`config.mk`:
```
export PLATFORM = sky130hd
export DESIGN_NAME = axi_read_intf
export DESIGN_NICKNAME = d
export VERILOG_FILES = /design/src/rtl/axi_read_intf.sv
export SDC_FILE = /design/constraint.sdc
export NUM_CORES = 1
export LEC_CHECK = 0
export ABC_AREA = 1
export BUFFER_PORTS_ARGS = -buffer_cell sky130_fd_sc_hd__buf_4
export CAP_MARGIN = 10
export CORE_UTILIZATION = 45
export CTS_CLUSTER_DIAMETER = 30
export CTS_CLUSTER_SIZE = 24
export DETAILED_ROUTE_END_ITERATION = 12
export HOLD_SLACK_MARGIN = 0.12
export PLACE_DENSITY = 0.72
export SLEW_MARGIN = 20
export SYNTH_ARGS = -nofsm -noshare
export SYNTH_HDL_FRONTEND = slang
export SYNTH_SLANG_ARGS = --single-unit
```
`constraint.sdc`:
```
create_clock -name clk -period 6.4 [get_ports clk]
set_input_delay 0.96 -clock clk [delete_from_list [all_inputs] [get_ports clk]]
set_output_delay 0.96 -clock clk [all_outputs]
set_load 0.05 [all_outputs]
```
`src/rtl/axi_read_intf.sv`:
```
// axi_read_intf: AXI4 read-slave front end.
// Accepts one AR burst at a time, issues one single-beat read per beat to the
// internal memory side and returns each beat on the R channel. At most one
// beat is outstanding on the memory side.
// Optional feature macro: AXI_RD_WRAP_EN enables WRAP burst addressing;
// without it a WRAP burst is answered with SLVERR on every beat.
module axi_read_intf #(
   parameter int ARID_WIDTH   = 8,
   parameter int ARADDR_WIDTH = 11,
   parameter int RDATA_WIDTH  = 32
) (
   input  logic                    clk,
   input  logic                    rst,
   input  logic [ARID_WIDTH-1:0]   ARID,
   input  logic [ARADDR_WIDTH-1:0] ARADDR,
   input  logic [7:0]              ARLEN,
   input  logic [2:0]              ARSIZE,
   input  logic [1:0]              ARBURST,
   input  logic [3:0]              ARREGION,
   input  logic                    ARVALID,
   output logic                    ARREADY,
   output logic [ARID_WIDTH-1:0]   RID,
   output logic [RDATA_WIDTH-1:0]  RDATA,
   output logic [1:0]              RRESP,
   output logic                    RLAST,
   output logic                    RVALID,
   input  logic                    RREADY,
   output logic                    axi_rd_req,
   output logic [ARADDR_WIDTH-1:0] axi_rd_addr,
   output logic [1:0]              axi_rd_region,
   input  logic [RDATA_WIDTH-1:0]  axi_rd_data,
   input  logic                    axi_rd_data_vld,
   input  logic                    axi_rd_err
);

   localparam int         MAX_SIZE = $clog2(RDATA_WIDTH / 8);
   localparam logic [1:0] RESP_OKAY   = 2'b00;
   localparam logic [1:0] RESP_SLVERR = 2'b10;
   localparam logic [1:0] BURST_FIXED = 2'b00;
   localparam logic [1:0] BURST_WRAP  = 2'b10;
   localparam logic [1:0] BURST_RSVD  = 2'b11;

   typedef enum logic [1:0] {S_IDLE, S_REQ, S_WAIT, S_SEND} state_t;

   state_t                  r_state;
   state_t                  w_state_next;
   logic [ARID_WIDTH-1:0]   r_id;
   logic [ARADDR_WIDTH-1:0] r_addr;
   logic [2:0]              r_size;
   logic [1:0]              r_burst;
   logic [1:0]              r_region;
   logic [7:0]              r_cnt;
   logic                    r_cfg_err;
   logic [RDATA_WIDTH-1:0]  r_rdata;
   logic [1:0]              r_rresp;
   logic                    r_rlast;
   logic                    w_ar_cfg_err;
   logic [ARADDR_WIDTH-1:0] w_step;
   logic [ARADDR_WIDTH-1:0] w_incr;
   logic [ARADDR_WIDTH-1:0] w_next_addr;
   logic                    w_unused_region;

`ifdef AXI_RD_WRAP_EN
   logic [7:0]              r_len;
   logic [ARADDR_WIDTH-1:0] w_mask;
   logic                    w_wrap_len_ok;
`endif

   // Only the low two region bits travel to the memory side.
   assign w_unused_region = ^ARREGION[3:2];

   // Burst configuration check, evaluated on the incoming AR request.
   always_comb begin
`ifdef AXI_RD_WRAP_EN
      w_wrap_len_ok = (ARLEN == 8'd1) || (ARLEN == 8'd3) || (ARLEN == 8'd7) || (ARLEN == 8'd15);
      w_ar_cfg_err  = (ARSIZE > 3'(MAX_SIZE)) || (ARBURST == BURST_RSVD) ||
                      ((ARBURST == BURST_WRAP) && !w_wrap_len_ok);
`else
      w_ar_cfg_err  = (ARSIZE > 3'(MAX_SIZE)) || (ARBURST == BURST_RSVD) ||
                      (ARBURST == BURST_WRAP);
`endif
   end

   // Address of the following beat; reserved bursts advance like INCR.
   always_comb begin
      w_step = ARADDR_WIDTH'(1) << r_size;
      w_incr = r_addr + w_step;
`ifdef AXI_RD_WRAP_EN
      w_mask = (ARADDR_WIDTH'({1'b0, r_len} + 9'd1) << r_size) - ARADDR_WIDTH'(1);
`endif
      case (r_burst)
         BURST_FIXED: w_next_addr = r_addr;
`ifdef AXI_RD_WRAP_EN
         BURST_WRAP:  w_next_addr = (r_addr & ~w_mask) | (w_incr & w_mask);
`endif
         default:     w_next_addr = w_incr;
      endcase
   end

   // FSM state register.
   always_ff @(posedge clk or posedge rst) begin
      // NOTE: sequential state uses non-blocking (<=) so every flop samples pre-edge values.
      if (rst) r_state <= S_IDLE;
      else     r_state <= w_state_next;
   end

   // Next-state decode and handshake outputs.
   always_comb begin
      // NOTE: defaults first so every path assigns every output and no latch is inferred.
      w_state_next = r_state;
      ARREADY      = 1'b0;
      RVALID       = 1'b0;
      axi_rd_req   = 1'b0;
      case (r_state)
         S_IDLE: begin
            ARREADY = 1'b1;
            if (ARVALID) w_state_next = S_REQ;
         end
         S_REQ: begin
            axi_rd_req   = !r_cfg_err;
            w_state_next = r_cfg_err ? S_SEND : S_WAIT;
         end
         S_WAIT: begin
            if (axi_rd_data_vld) w_state_next = S_SEND;
         end
         S_SEND: begin
            RVALID = 1'b1;
            if (RREADY) w_state_next = r_rlast ? S_IDLE : S_REQ;
         end
         default: w_state_next = S_IDLE;
      endcase
   end

   // Burst context capture, beat data capture and address/count advance.
   always_ff @(posedge clk or posedge rst) begin
      // NOTE: these are plain registers, not a memory array, so all of them take the reset.
      if (rst) begin
         r_id      <= '0;
         r_addr    <= '0;
         r_size    <= '0;
         r_burst   <= '0;
         r_region  <= '0;
         r_cnt     <= '0;
         r_cfg_err <= 1'b0;
         r_rdata   <= '0;
         r_rresp   <= RESP_OKAY;
         r_rlast   <= 1'b0;
`ifdef AXI_RD_WRAP_EN
         r_len     <= '0;
`endif
      end else begin
         case (r_state)
            S_IDLE: begin
               if (ARVALID) begin
                  r_id      <= ARID;
                  r_addr    <= ARADDR;
                  r_size    <= ARSIZE;
                  r_burst   <= ARBURST;
                  r_region  <= ARREGION[1:0];
                  r_cnt     <= ARLEN;
                  r_cfg_err <= w_ar_cfg_err;
`ifdef AXI_RD_WRAP_EN
                  r_len     <= ARLEN;
`endif
               end
            end
            S_REQ: begin
               if (r_cfg_err) begin
                  r_rdata <= '0;
                  r_rresp <= RESP_SLVERR;
                  r_rlast <= (r_cnt == 8'd0);
               end
            end
            S_WAIT: begin
               if (axi_rd_data_vld) begin
                  r_rdata <= axi_rd_data;
                  r_rresp <= axi_rd_err ? RESP_SLVERR : RESP_OKAY;
                  r_rlast <= (r_cnt == 8'd0);
               end
            end
            S_SEND: begin
               if (RREADY && !r_rlast) begin
                  r_cnt  <= r_cnt - 8'd1;
                  r_addr <= w_next_addr;
               end
            end
            default: ;
         endcase
      end
   end

   assign RID           = r_id;
   assign RDATA         = r_rdata;
   assign RRESP         = r_rresp;
   assign RLAST         = r_rlast;
   assign axi_rd_addr   = r_addr;
   assign axi_rd_region = r_region;

endmodule

```
==> results of run 1 <==
[layer usage]
layer,GRT usage,share of wire
met1,0.257,0.43
met2,0.363,0.49
met3,0.0477,0.063
met4,0.0769,0.014
met5,0,0
[power by group through the flow]
stage               combinational, mW  sequential (mW)  clock, mW
floorplan                       0.844             1.07          0
global placement                 1.50            0.722          0
detailed placement               1.53            0.731          0
CTS                              1.54            0.724      0.356
global route                     1.68            0.742      0.373
finish                           1.53            0.723      0.347
[layout by cell type, fill, tap and decap left out, types with 13 or more instances in the layout]
cell	instances
buf_4	132
nand2_1	73
dfrtp_1	71
inv_1	70
nand3_1	50
nor2_1	45
o21ai_0	33
a21oi_1	21
o21ai_1	18
ha_1	13
[critical path: cells and delay by family (launching register included)]
family	cells	cell delay, ps
flip-flops	1	390
adder cells (fa/ha/maj)	1	570
buffers and inverters	1	310
[registers in the layout, indices dropped and copies added (netlist names)]
signal / cells
r_size: 3
r_state: 2
r_burst: 2
RRESP: 1
RID: 8
RLAST: 1
axi_rd_region: 2
RDATA: 32
r_cnt: 8
r_cfg_err: 1
axi_rd_addr: 11
[final timing paths]
| path | from | to | cells past startpoint |
|---|---|---|---|
| max in group asynchronous | rst | RLAST | 3 |
| setup / recovery | r_state[0] | RVALID | 2 |
| setup reg to reg | r_state[0] | RDATA[13] | 8 |
| hold / removal | RID[6] | RID[6] | 1 |
| hold reg to reg | RID[6] | RID[6] | 1 |
| min in group asynchronous | rst | RDATA[8] | 3 |
[stage by stage]
stage               setup slack [ps]  area, sq um
floorplan                       3640         3800
global placement                3710         4790
detailed placement              3680         4790
CTS                             3430         4980
global route                    3660         4980
finish                          3820         4980
[cell type report]
type	count	area, sq um	area share
inverters	73	275	0.0553
clock buffers	9	124	0.0249
flip-flops and latches	71	1780	0.357
well taps	105	131	0.0264
clock inverters	7	62.6	0.0126
multi-input cells	302	1620	0.325
repair buffers	132	991	0.199
[kinds of logic (layout without fill, tap and decap cells)]
group | count (synthesis) | count (layout) | synth area share
multiplexers | 10 | 10 | 0.0297
AND/OR/NAND/NOR | 187 | 187 | 0.212
AO/OA/AOI/OAI | 85 | 85 | 0.123
buffers and inverters | 93 | 221 | 0.106
other | 1 | 1 | 0.000988
flip-flops | 71 | 71 | 0.468
adder cells (fa/ha/maj) | 15 | 15 | 0.0514
XOR/XNOR | 4 | 4 | 0.00922
==> summary.md, run 1 <==
| Metric | Value |
|---|---|
| Layout Utilization | `0.609` |
| Cell area after synthesis | `3800 sq um` |
| Syn Area/Cell | `approximately 8.1 sq um` |
| Worst reg-to-reg setup slack | `about 3900 ps` |
| IO buf count | `between 100 and 150` |
| Final setup skew | `13.6 ps` |
| Rows | `33` |
| PwrDens | `~520 nW/um^2` |
| Synth warn | `0` |
| CTS root buffer | `clkbuf_8` |
| DR DRC count | `0` |
| Core box area | `a little over 8000 sq um` |
| Critical Path RT | `about 5400 ps` |
| Overall Global Routing Usage | `0.211` |
| Mapped Cells | `466` |
| Max_slew headroom | `0.320` |
| Setup_tns | `0 ps` |
| 1st-iter DRT viols | `99` |
| Die area | `just under 9000 sq um` |
| WHS | `515 ps` |
| Io pins | `roughly 130` |
| FF+latch count, synth | `between 70 and 80` |
| Status | `completed` |
| Worst vdd ir | `between 0.0002 and 0.0003 V` |
| HPWL Detailed | `6500 um` |
| Hold Fails Final Rpt | `0` |
| Max frequency | `slightly below 400 MHz` |
| Synth unique cells | `34` |
| Clk_lat worst skew | `360 ps` |
| Share of layout cells above drive strength 1 | `0.278` |
| Router iterations before antenna repair | `6` |
| Initial core utilization | `0.464` |
| Routed vias/inst | `~4.9` |
| Switching part of the total | `0.524` |
| Area share of the largest cell type after synthesis | `0.468` |
| Htree depth | `3` |
| Worst EP arrival | `between 1500 and 2000 ps` |
| Crit-path cells | `ha_2 > buf_4` |
| Die height | `roughly 94 um` |
| Num CTS Buffers | `9` |
| Slowest stage cell on the critical path | `ha_2` |
| Power Internal | `~1.2 mW` |
| Clk sink count | `71` |
| Vias | `3,460` |
| TritonCTS clock tree | `yes` |
| Synth area leader | `dfrtp_1` |
| Leakage | `about 2.5 nW` |
| CTS resizes | `0` |
| Max Transition Viols Final | `0` |
| Worst setup EP type | `output pin` |
| Flop pwr share | `0.278` |
| DRT Wirelength | `approximately 8900 um` |
| Clock tree buffer depth | `2` |
| Hold Path Class | `flip-flop to flip-flop` |
| Synth top cells by count | `73 x nand2_1, 71 x dfrtp_1, 71 x inv_1` |
| Largest net degree at the start of global routing | `72` |
| Final ANT Viol Nets | `0` |
| Clk network pwr share | `0.134` |
| Vias in the first global route | `about 3,200` |
| Clock transition at path regs | `80 ps` |
| Dpl cells | `683` |
| Crit-path max FO | `31` |
| Synth area leaders | `dfrtp_1 47%, nand2_1 7.2%, inv_1 7.0%` |
| Logic pwr share | `0.588` |
| Minimum clock period | `around 2600 ps` |
| Die W | `approximately 94 um` |
| Global route total overflow | `0` |
| Switch Pwr | `roughly 1.4 mW` |
| Crit-path max cell delay | `roughly 570 ps` |
| Worst-margin pin slew | `1020 ps` |
| Setup CP Type | `flip-flop to output pin` |
| Pwr Total | `2.60 mW` |
| RSZ-0062 raised after global routing | `no` |
| Final Setup Violations | `0` |
| Tcrit/Tclk final | `0.404` |
| Syn nets | `555` |
| Hold buffer count at CTS | `0` |
| Type of origin of the critical path | `flip-flop` |
| Routability-driven placement congestion ratio | `~0.87` |
| Post-synth EDFFs | `0` |
| Asr flop ratio synth | `1.00` |
| Finished Layout Cells | `699` |
| Setup bufs post-CTS | `0` |
| N_diodes | `0` |
| Area Overhead vs Synth | `31.2%` |
| FILL cells | `752` |
| Maxcap violations | `0` |
| Dominant synthesized flop cell | `dfrtp_1` |
| Initial antenna violation count | `0` |
| Final layout net count | `678` |
| First-pass GRT wire length | `between 10,000 and 15,000 um` |
| Register area share after synthesis | `0.468` |
| Cell with the most instances after synthesis | `nand2_1` |
| Avg WL per Cell | `around 13 um` |
Power figures use the tool's default switching activity.
==> run 2, diff against run 1 <==
ABC_AREA = 0   (was 1)
PLACE_DENSITY = 0.73   (was 0.72)
clock period = 2.6 ns   (was 6.4 ns; I/O delays follow)
==> run 2 against run 1 <==
Net effect: flip-flop and latch count unchanged; global-route usage increased by 0.73 points; clock power grew to 2.6 times the previous value; critical path depth is 7 higher; sequential power increased to 2.7 times the previous value; routed wire length is 0.10% higher; clock skew decreased by 3.3 ps; synthesized area decreased by 3.1%; worst hold slack worse by 380 ps; power rose to 2.8 times the previous value; clock-buffer cell count increased by 2; critical endpoint is now axi_rd_addr[10].
==> summary.md, run 2 <==
| Metric | Value |
|---|---|
| Dominant synthesized flop cell | `dfrtp_1 (unchanged)` |
| Setup CP Type | `flip-flop to flip-flop (was flip-flop to output pin)` |
| Max reg flops | `32 (unchanged)` |
| Type of origin of the critical path | `flip-flop (unchanged)` |
| Pwr Total | `7.39 mW (was 2.60 mW)` |
| Mux cell area share after synthesis | `0.0568 (was 0.0297)` |
| Status | `completed (unchanged)` |
| Hold buffer count at CTS | `0 (unchanged)` |
| Io pins | `133 (unchanged)` |
| Multi-input combinational cell area | `1750 sq um (was 1620 sq um)` |
| Dpl cells | `616 (was 683)` |
| Die height | `92.4 um (was 93.9 um)` |
| Router iterations before antenna repair | `5 (was 6)` |
| RSZ-0062 raised after global routing | `no (unchanged)` |
| Area Overhead vs Synth | `35.4% (was 31.2%)` |
| Asr flop ratio synth | `1.00 (unchanged)` |
| Final Setup Violations | `0 (unchanged)` |
| Setup WS pre-CTS | `70.2 ps (was 3680 ps)` |
| DR DRC count | `0 (unchanged)` |
| Initial core utilization | `0.471 (was 0.464)` |
| Vias in the first global route | `3,177 (was 3,206)` |
| Final Worst Setup Slack | `156 ps (was 3820 ps)` |
| Synth area leaders | `dfrtp_1 48%, nand2_1 8.4%, nand3_1 5.0% (was dfrtp_1 47%, nand2_1 7.2%, inv_1 7.0%)` |
| Crit-path max FO | `4 (was 31)` |
| FILL cells | `691 (was 752)` |
| Maxcap violations | `0 (unchanged)` |
| Synth area leader | `dfrtp_1 (unchanged)` |
| 1st-iter DRT viols | `171 (was 99)` |
| Max_slew headroom | `0.543 (was 0.320)` |
| Register area share after synthesis | `0.483 (was 0.468)` |
| Synth unique cells | `50 (was 34)` |
| Final Instance Area | `4980 sq um (about the same)` |
| FF+latch count, synth | `71 (unchanged)` |
| Synth Area in Compound Gates | `0.136 (was 0.123)` |
| Cells on worst reg2reg path | `9 (was 8)` |
| Post-Synth Adder-Cell Area | `0.0530 (was 0.0514)` |
| Routed vias/inst | `5.18 (was 4.95)` |
| WHS | `132 ps (was 515 ps)` |
| Share of layout cells above drive strength 1 | `0.352 (was 0.278)` |
| Leakage | `2.51 nW (about the same)` |
| HPWL Detailed | `6520 um (was 6500 um)` |
| Final layout net count | `616 (was 678)` |
| Largest net degree at the start of global routing | `44 (was 72)` |
| Finished Layout Cells | `634 (was 699)` |
| Cell area after synthesis | `3680 sq um (was 3800 sq um)` |
| Max frequency | `approximately 410 MHz` |
| Worst vdd ir | `0.000720 V (was 0.000273 V)` |
| XOR/XNOR Fraction of Synth Area | `0.00714 (was 0.00923)` |
| Critical Path RT | `2880 ps (was 5440 ps)` |
| Tcrit/Tclk final | `0.940` |
| Core box area | `7810 sq um (was 8180 sq um)` |
| Htree depth | `3 (unchanged)` |
| Clock tree buffer depth | `2 (unchanged)` |
| CTS root buffer | `clkbuf_8 (unchanged)` |
| Post-synth EDFFs | `0 (unchanged)` |
| Die W | `92.4 um (was 93.9 um)` |
| Commonest non-fill, non-tap cell in the layout | `buf_4 (unchanged)` |
| Placed cell area | `4750 sq um (was 4790 sq um)` |
| DRT Wirelength | `8950 um (was 8940 um)` |
| Die area | `8540 sq um (was 8810 sq um)` |
| N_diodes | `0 (unchanged)` |
| Simple-gate share of the synthesized area | `0.215 (was 0.212)` |
| Worst EP arrival | `2720 ps (was 1620 ps)` |
| Syn Area/Cell | `9.25 sq um (was 8.15 sq um)` |
| First-pass GRT wire length | `14,600 um (was 14,400 um)` |
| Vias | `3,283 (was 3,460)` |
| Synth warn | `0 (unchanged)` |
| Num CTS Buffers | `9 (unchanged)` |
| Hold Fails Final Rpt | `0 (unchanged)` |
| Avg WL per Cell | `14.1 um (was 12.8 um)` |
| Layout Utilization | `0.638 (was 0.609)` |
| R2R Path Start | `r_size[2] (was r_state[0])` |
| Worst setup EP type | `flip-flop (was output pin)` |
| Worst R2R End | `axi_rd_addr[10] (was RDATA[13])` |
| PwrDens | `1480 nW/um^2 (was 521 nW/um^2)` |
| Clk sink count | `71 (unchanged)` |
| FF/Latch Area | `1780 sq um (unchanged)` |
| Clk_lat worst skew | `350 ps (was 360 ps)` |
| Synth top cells by count | `82 x nand2_1, 71 x dfrtp_1, 37 x nand3_1 (was 73 x nand2_1, 71 x dfrtp_1, 71 x inv_1)` |
| Final setup skew | `10.3 ps (was 13.6 ps)` |
| Hold Path Class | `input pin to asynchronous set/reset pin (was flip-flop to flip-flop)` |
| Initial antenna violation count | `0 (unchanged)` |
| Rows | `32 (was 33)` |
| Worst-margin pin slew | `683 ps (was 1020 ps)` |
| Area share of the largest cell type after synthesis | `0.483 (was 0.468)` |
| Worst reg-to-reg setup slack | `160 ps (was 3920 ps)` |
| Global route total overflow | `0 (unchanged)` |
| Clock transition at path regs | `80 ps (about the same)` |
| Setup_tns | `0 ps (unchanged)` |
| Max Transition Viols Final | `0 (unchanged)` |
| Mapped Cells | `398 (was 466)` |
| IO buf count | `129 (unchanged)` |
| Largest family of logic cells by synthesized area | `simple AND/OR/NAND/NOR gates (unchanged)` |
| TritonCTS clock tree | `yes (unchanged)` |
| Final ANT Viol Nets | `0 (unchanged)` |
| Overall Global Routing Usage | `0.218 (was 0.211)` |
| Minimum clock period | `about 2400 ps` |
| Commonest non-fill, non-tap cells in the layout | `140 x buf_4, 82 x nand2_1, 71 x dfrtp_1 (was 132 x buf_4, 73 x nand2_1, 71 x dfrtp_1)` |
| Syn nets | `487 (was 555)` |
| Routability-driven placement congestion ratio | `0.876 (was 0.866)` |
| Cell with the most instances after synthesis | `nand2_1 (unchanged)` |
-- run 2: report_power, final --
part | switching, mW | internal [mW] | total (mW)
Clock | 0.421 | 0.470 | 0.891
Combinational | 3.01 | 1.57 | 4.58
Sequential | 0.327 | 1.59 | 1.92
-- run 2: worst max-delay path by stage --
stage          slack (ps)      startpoint               to
2_1_floorplan         170  axi_rd_addr[0]  axi_rd_addr[10]
3_3_place_gp          140       r_size[2]  axi_rd_addr[10]
3_5_place_dp           70       r_size[2]  axi_rd_addr[10]
4_1_cts                50       r_size[2]  axi_rd_addr[10]
5_1_grt                 2       r_size[2]  axi_rd_addr[10]
6_report              160       r_size[2]  axi_rd_addr[10]
-- run 2: repair_timing --
| item | CTS | global route |
|---|---|---|
| resized for setup | 0 | 4 |
| buffers inserted | 0 | 2 |
| endpoints found under the setup margin | 0 | 2 |
-- run 2: logic make-up (layout without fill, tap and decap cells) --
family | count (synthesis) | count (layout)
and+or+nand+nor | 175 | 175
AOI/OAI and AO/OA | 75 | 75
DFF | 71 | 71
buffers and inverters | 39 | 173
muxes | 19 | 19
adders and majority gates | 15 | 15
xor gates and xnor gates | 3 | 3
other | 1 | 1
-- run 2: worst max-delay path, stage by stage, from the launching register on --
cell and delay (ps):
dfrtp_1 390, nor3_2 190, ha_2 210, inv_1 50
fa_1 400, nand2b_1 190, a211oi_2 300, a31oi_2 170
or3_1 390, nand3_1 100
-- run 2: layer usage --
layer,part of all wire,vias to the layer above,track usage
met2,0.49,96,0.346
met3,0.053,19,0.0427
met4,0.029,0,0.117
met5,0,-,0
li1,-,1627,-
met1,0.43,1541,0.281
-- run 2: area by class of cell --
| class | count | area share |
|---|---|---|
| multi-input cells | 288 | 0.351 |
| inverters | 16 | 0.0121 |
| well taps | 102 | 0.0256 |
| flip-flops and latches | 71 | 0.357 |
| repair buffers | 141 | 0.215 |
| clock inverters | 5 | 0.0113 |
| clock buffers | 11 | 0.0284 |
==> run 3, diff against run 2 <==
CTS_BUF_LIST = sky130_fd_sc_hd__clkbuf_2 sky130_fd_sc_hd__clkbuf_4 sky130_fd_sc_hd__clkbuf_8   (was default)
==> run 3 against run 2 <==
Net effect: sequential power hardly changed; setup slack barely moved; clock power grew 1%; die area unchanged; critical path type unchanged; largest power group unchanged; highest routed layer unchanged.
==> summary.md, run 3 (same netlist as run 2, synthesis figures left out) <==
| Metric | Value |
|---|---|
| Die W | `92.4 um (unchanged)` |
| Clk sink count | `71 (unchanged)` |
| Max_slew headroom | `0.543 (about the same)` |
| Final Setup Violations | `0 (unchanged)` |
| N_diodes | `0 (unchanged)` |
| Commonest non-fill, non-tap cells in the layout | `140 x buf_4, 82 x nand2_1, 71 x dfrtp_1 (unchanged)` |
| Num CTS Buffers | `9 (unchanged)` |
| Maxcap violations | `0 (unchanged)` |
| Status | `completed (unchanged)` |
| Minimum clock period | `2440 ps (about the same)` |
| TritonCTS clock tree | `yes (unchanged)` |
| Clock tree buffer depth | `2 (unchanged)` |
| Clk_lat worst skew | `340 ps (was 350 ps)` |
| Setup_tns | `0 ps (unchanged)` |
| FF/Latch Area | `1780 sq um (unchanged)` |
| PwrDens | `1480 nW/um^2 (about the same)` |
| Critical Path RT | `2880 ps (about the same)` |
| Worst setup EP type | `flip-flop (unchanged)` |
| Hold buffer count at CTS | `0 (unchanged)` |
| Die area | `8540 sq um (unchanged)` |
| Multi-input combinational cell area | `1750 sq um (unchanged)` |
| Max reg flops | `32 (unchanged)` |
| FILL cells | `690 (was 691)` |
| Global route total overflow | `0 (unchanged)` |
| RSZ-0062 raised after global routing | `no (unchanged)` |
| Tcrit/Tclk final | `0.940 (about the same)` |
| Setup CP Type | `flip-flop to flip-flop (unchanged)` |
| WHS | `132 ps (about the same)` |
| Worst reg-to-reg setup slack | `160 ps (about the same)` |
| Overall Global Routing Usage | `0.219 (was 0.218)` |
| Grt met3 use | `0.0427 (unchanged)` |
| Leakage | `2.52 nW (was 2.51 nW)` |
| Initial antenna violation count | `0 (unchanged)` |
| Final layout net count | `616 (unchanged)` |
| Type of origin of the critical path | `flip-flop (unchanged)` |
| Vias in the first global route | `3,191 (was 3,177)` |
| Clock transition at path regs | `80 ps (about the same)` |
| CTS root buffer | `clkbuf_8 (unchanged)` |
| Rows | `32 (unchanged)` |
| Worst EP arrival | `2720 ps (about the same)` |
| Share of layout cells above drive strength 1 | `0.353 (was 0.352)` |
| Max Transition Viols Final | `0 (unchanged)` |
| HPWL Detailed | `6520 um (unchanged)` |
| Avg WL per Cell | `14.1 um (about the same)` |
| Worst vdd ir | `0.000720 V (about the same)` |
| Final ANT Viol Nets | `0 (unchanged)` |
| Area Overhead vs Synth | `35.5% (was 35.4%)` |
| Initial core utilization | `0.471 (unchanged)` |
| Commonest non-fill, non-tap cell in the layout | `buf_4 (unchanged)` |
| IO buf count | `129 (unchanged)` |
| First-pass GRT wire length | `14,600 um (about the same)` |
| Core box area | `7810 sq um (unchanged)` |
| Hold Path Class | `input pin to asynchronous set/reset pin (unchanged)` |
| Max frequency | `409 MHz (about the same)` |
| Hold Fails Final Rpt | `0 (unchanged)` |
| Final setup skew | `8.42 ps (was 10.3 ps)` |
| Crit-path max FO | `4 (unchanged)` |
| GR Layer Usage met2 | `0.349 (was 0.346)` |
| Io pins | `133 (unchanged)` |
| Routed vias/inst | `5.17 (was 5.18)` |
| Router iterations before antenna repair | `7 (was 5)` |
| Largest net degree at the start of global routing | `44 (unchanged)` |
| 1st-iter DRT viols | `187 (was 171)` |
| Busiest grt layer | `met2 (unchanged)` |
| Met1 GRT Util | `0.280 (was 0.281)` |
| DRT Wirelength | `8950 um (about the same)` |
| DR DRC count | `0 (unchanged)` |
| R2R Path Start | `r_size[2] (unchanged)` |
| Die height | `92.4 um (unchanged)` |
| Vias | `3,276 (was 3,283)` |
| Routability-driven placement congestion ratio | `0.876 (unchanged)` |
| Worst-margin pin slew | `684 ps (was 683 ps)` |
| Worst R2R End | `axi_rd_addr[10] (unchanged)` |
| Cells on worst reg2reg path | `9 (unchanged)` |
| Htree depth | `3 (unchanged)` |
[run 3: worst max-delay path by stage]
stage,to,startpoint,depth (start not counted)
3_3_place_gp,axi_rd_addr[10],r_size[2],9
6_report,axi_rd_addr[10],r_size[2],9
5_1_grt,axi_rd_addr[10],r_size[2],9
4_1_cts,axi_rd_addr[10],r_size[2],9
2_1_floorplan,axi_rd_addr[10],axi_rd_addr[0],8
3_5_place_dp,axi_rd_addr[10],r_size[2],9
[run 3: final cells by class]
class	count	area share
Clock buffer	11	0.0291
Clock inverter	5	0.0113
Inverter	16	0.0120
Multi-Input combinational cell	288	0.351
Sequential cell	71	0.356
Tap cell	102	0.0256
Timing Repair Buffer	141	0.215
[run 3: layer usage]
layer,wire (um),up-vias
met5,0,-
met2,4400,94
li1,-,1626
met1,3810,1537
met4,257,0
met3,481,19
[run 3: critical path, stage by stage, from the launching register on]
cell	delay (ps)
dfrtp_1	390
nor3_2	190
ha_2	210
inv_1	50
fa_1	400
nand2b_1	190
a211oi_2	300
a31oi_2	170
or3_1	390
nand3_1	100
[run 3: report_power, final]
group          total [mW]  internal (mW)  switching, mW
Sequential           1.92           1.59          0.327
Combinational        4.58           1.57           3.01
Clock               0.900          0.480          0.419
Total                7.40           3.64           3.75
[run 3: per-stage QoR]
stage / total power [mW] / setup WS (ps) / instances / utilization / instance area, sq um
after floorplan: 5.27 / 169 / 398 / - / 3680
after global routing: 7.95 / 1.60 / 634 / 0.639 / 4990
final: 7.40 / 156 / 634 / 0.639 / 4990
after detailed placement: 6.48 / 70.2 / 616 / 0.609 / 4750
after global placement: 6.35 / 137 / 616 / 0.609 / 4750
after CTS: 7.39 / 52.1 / 632 / 0.634 / 4950
[run 3: repair_timing]
| action | 4_1_cts | 5_1_grt |
|---|---|---|
| hold endpoints to repair | 0 | 0 |
| setup buffers | 0 | 2 |
| endpoints found under the setup margin | 0 | 2 |
| resized for setup | 0 | 4 |
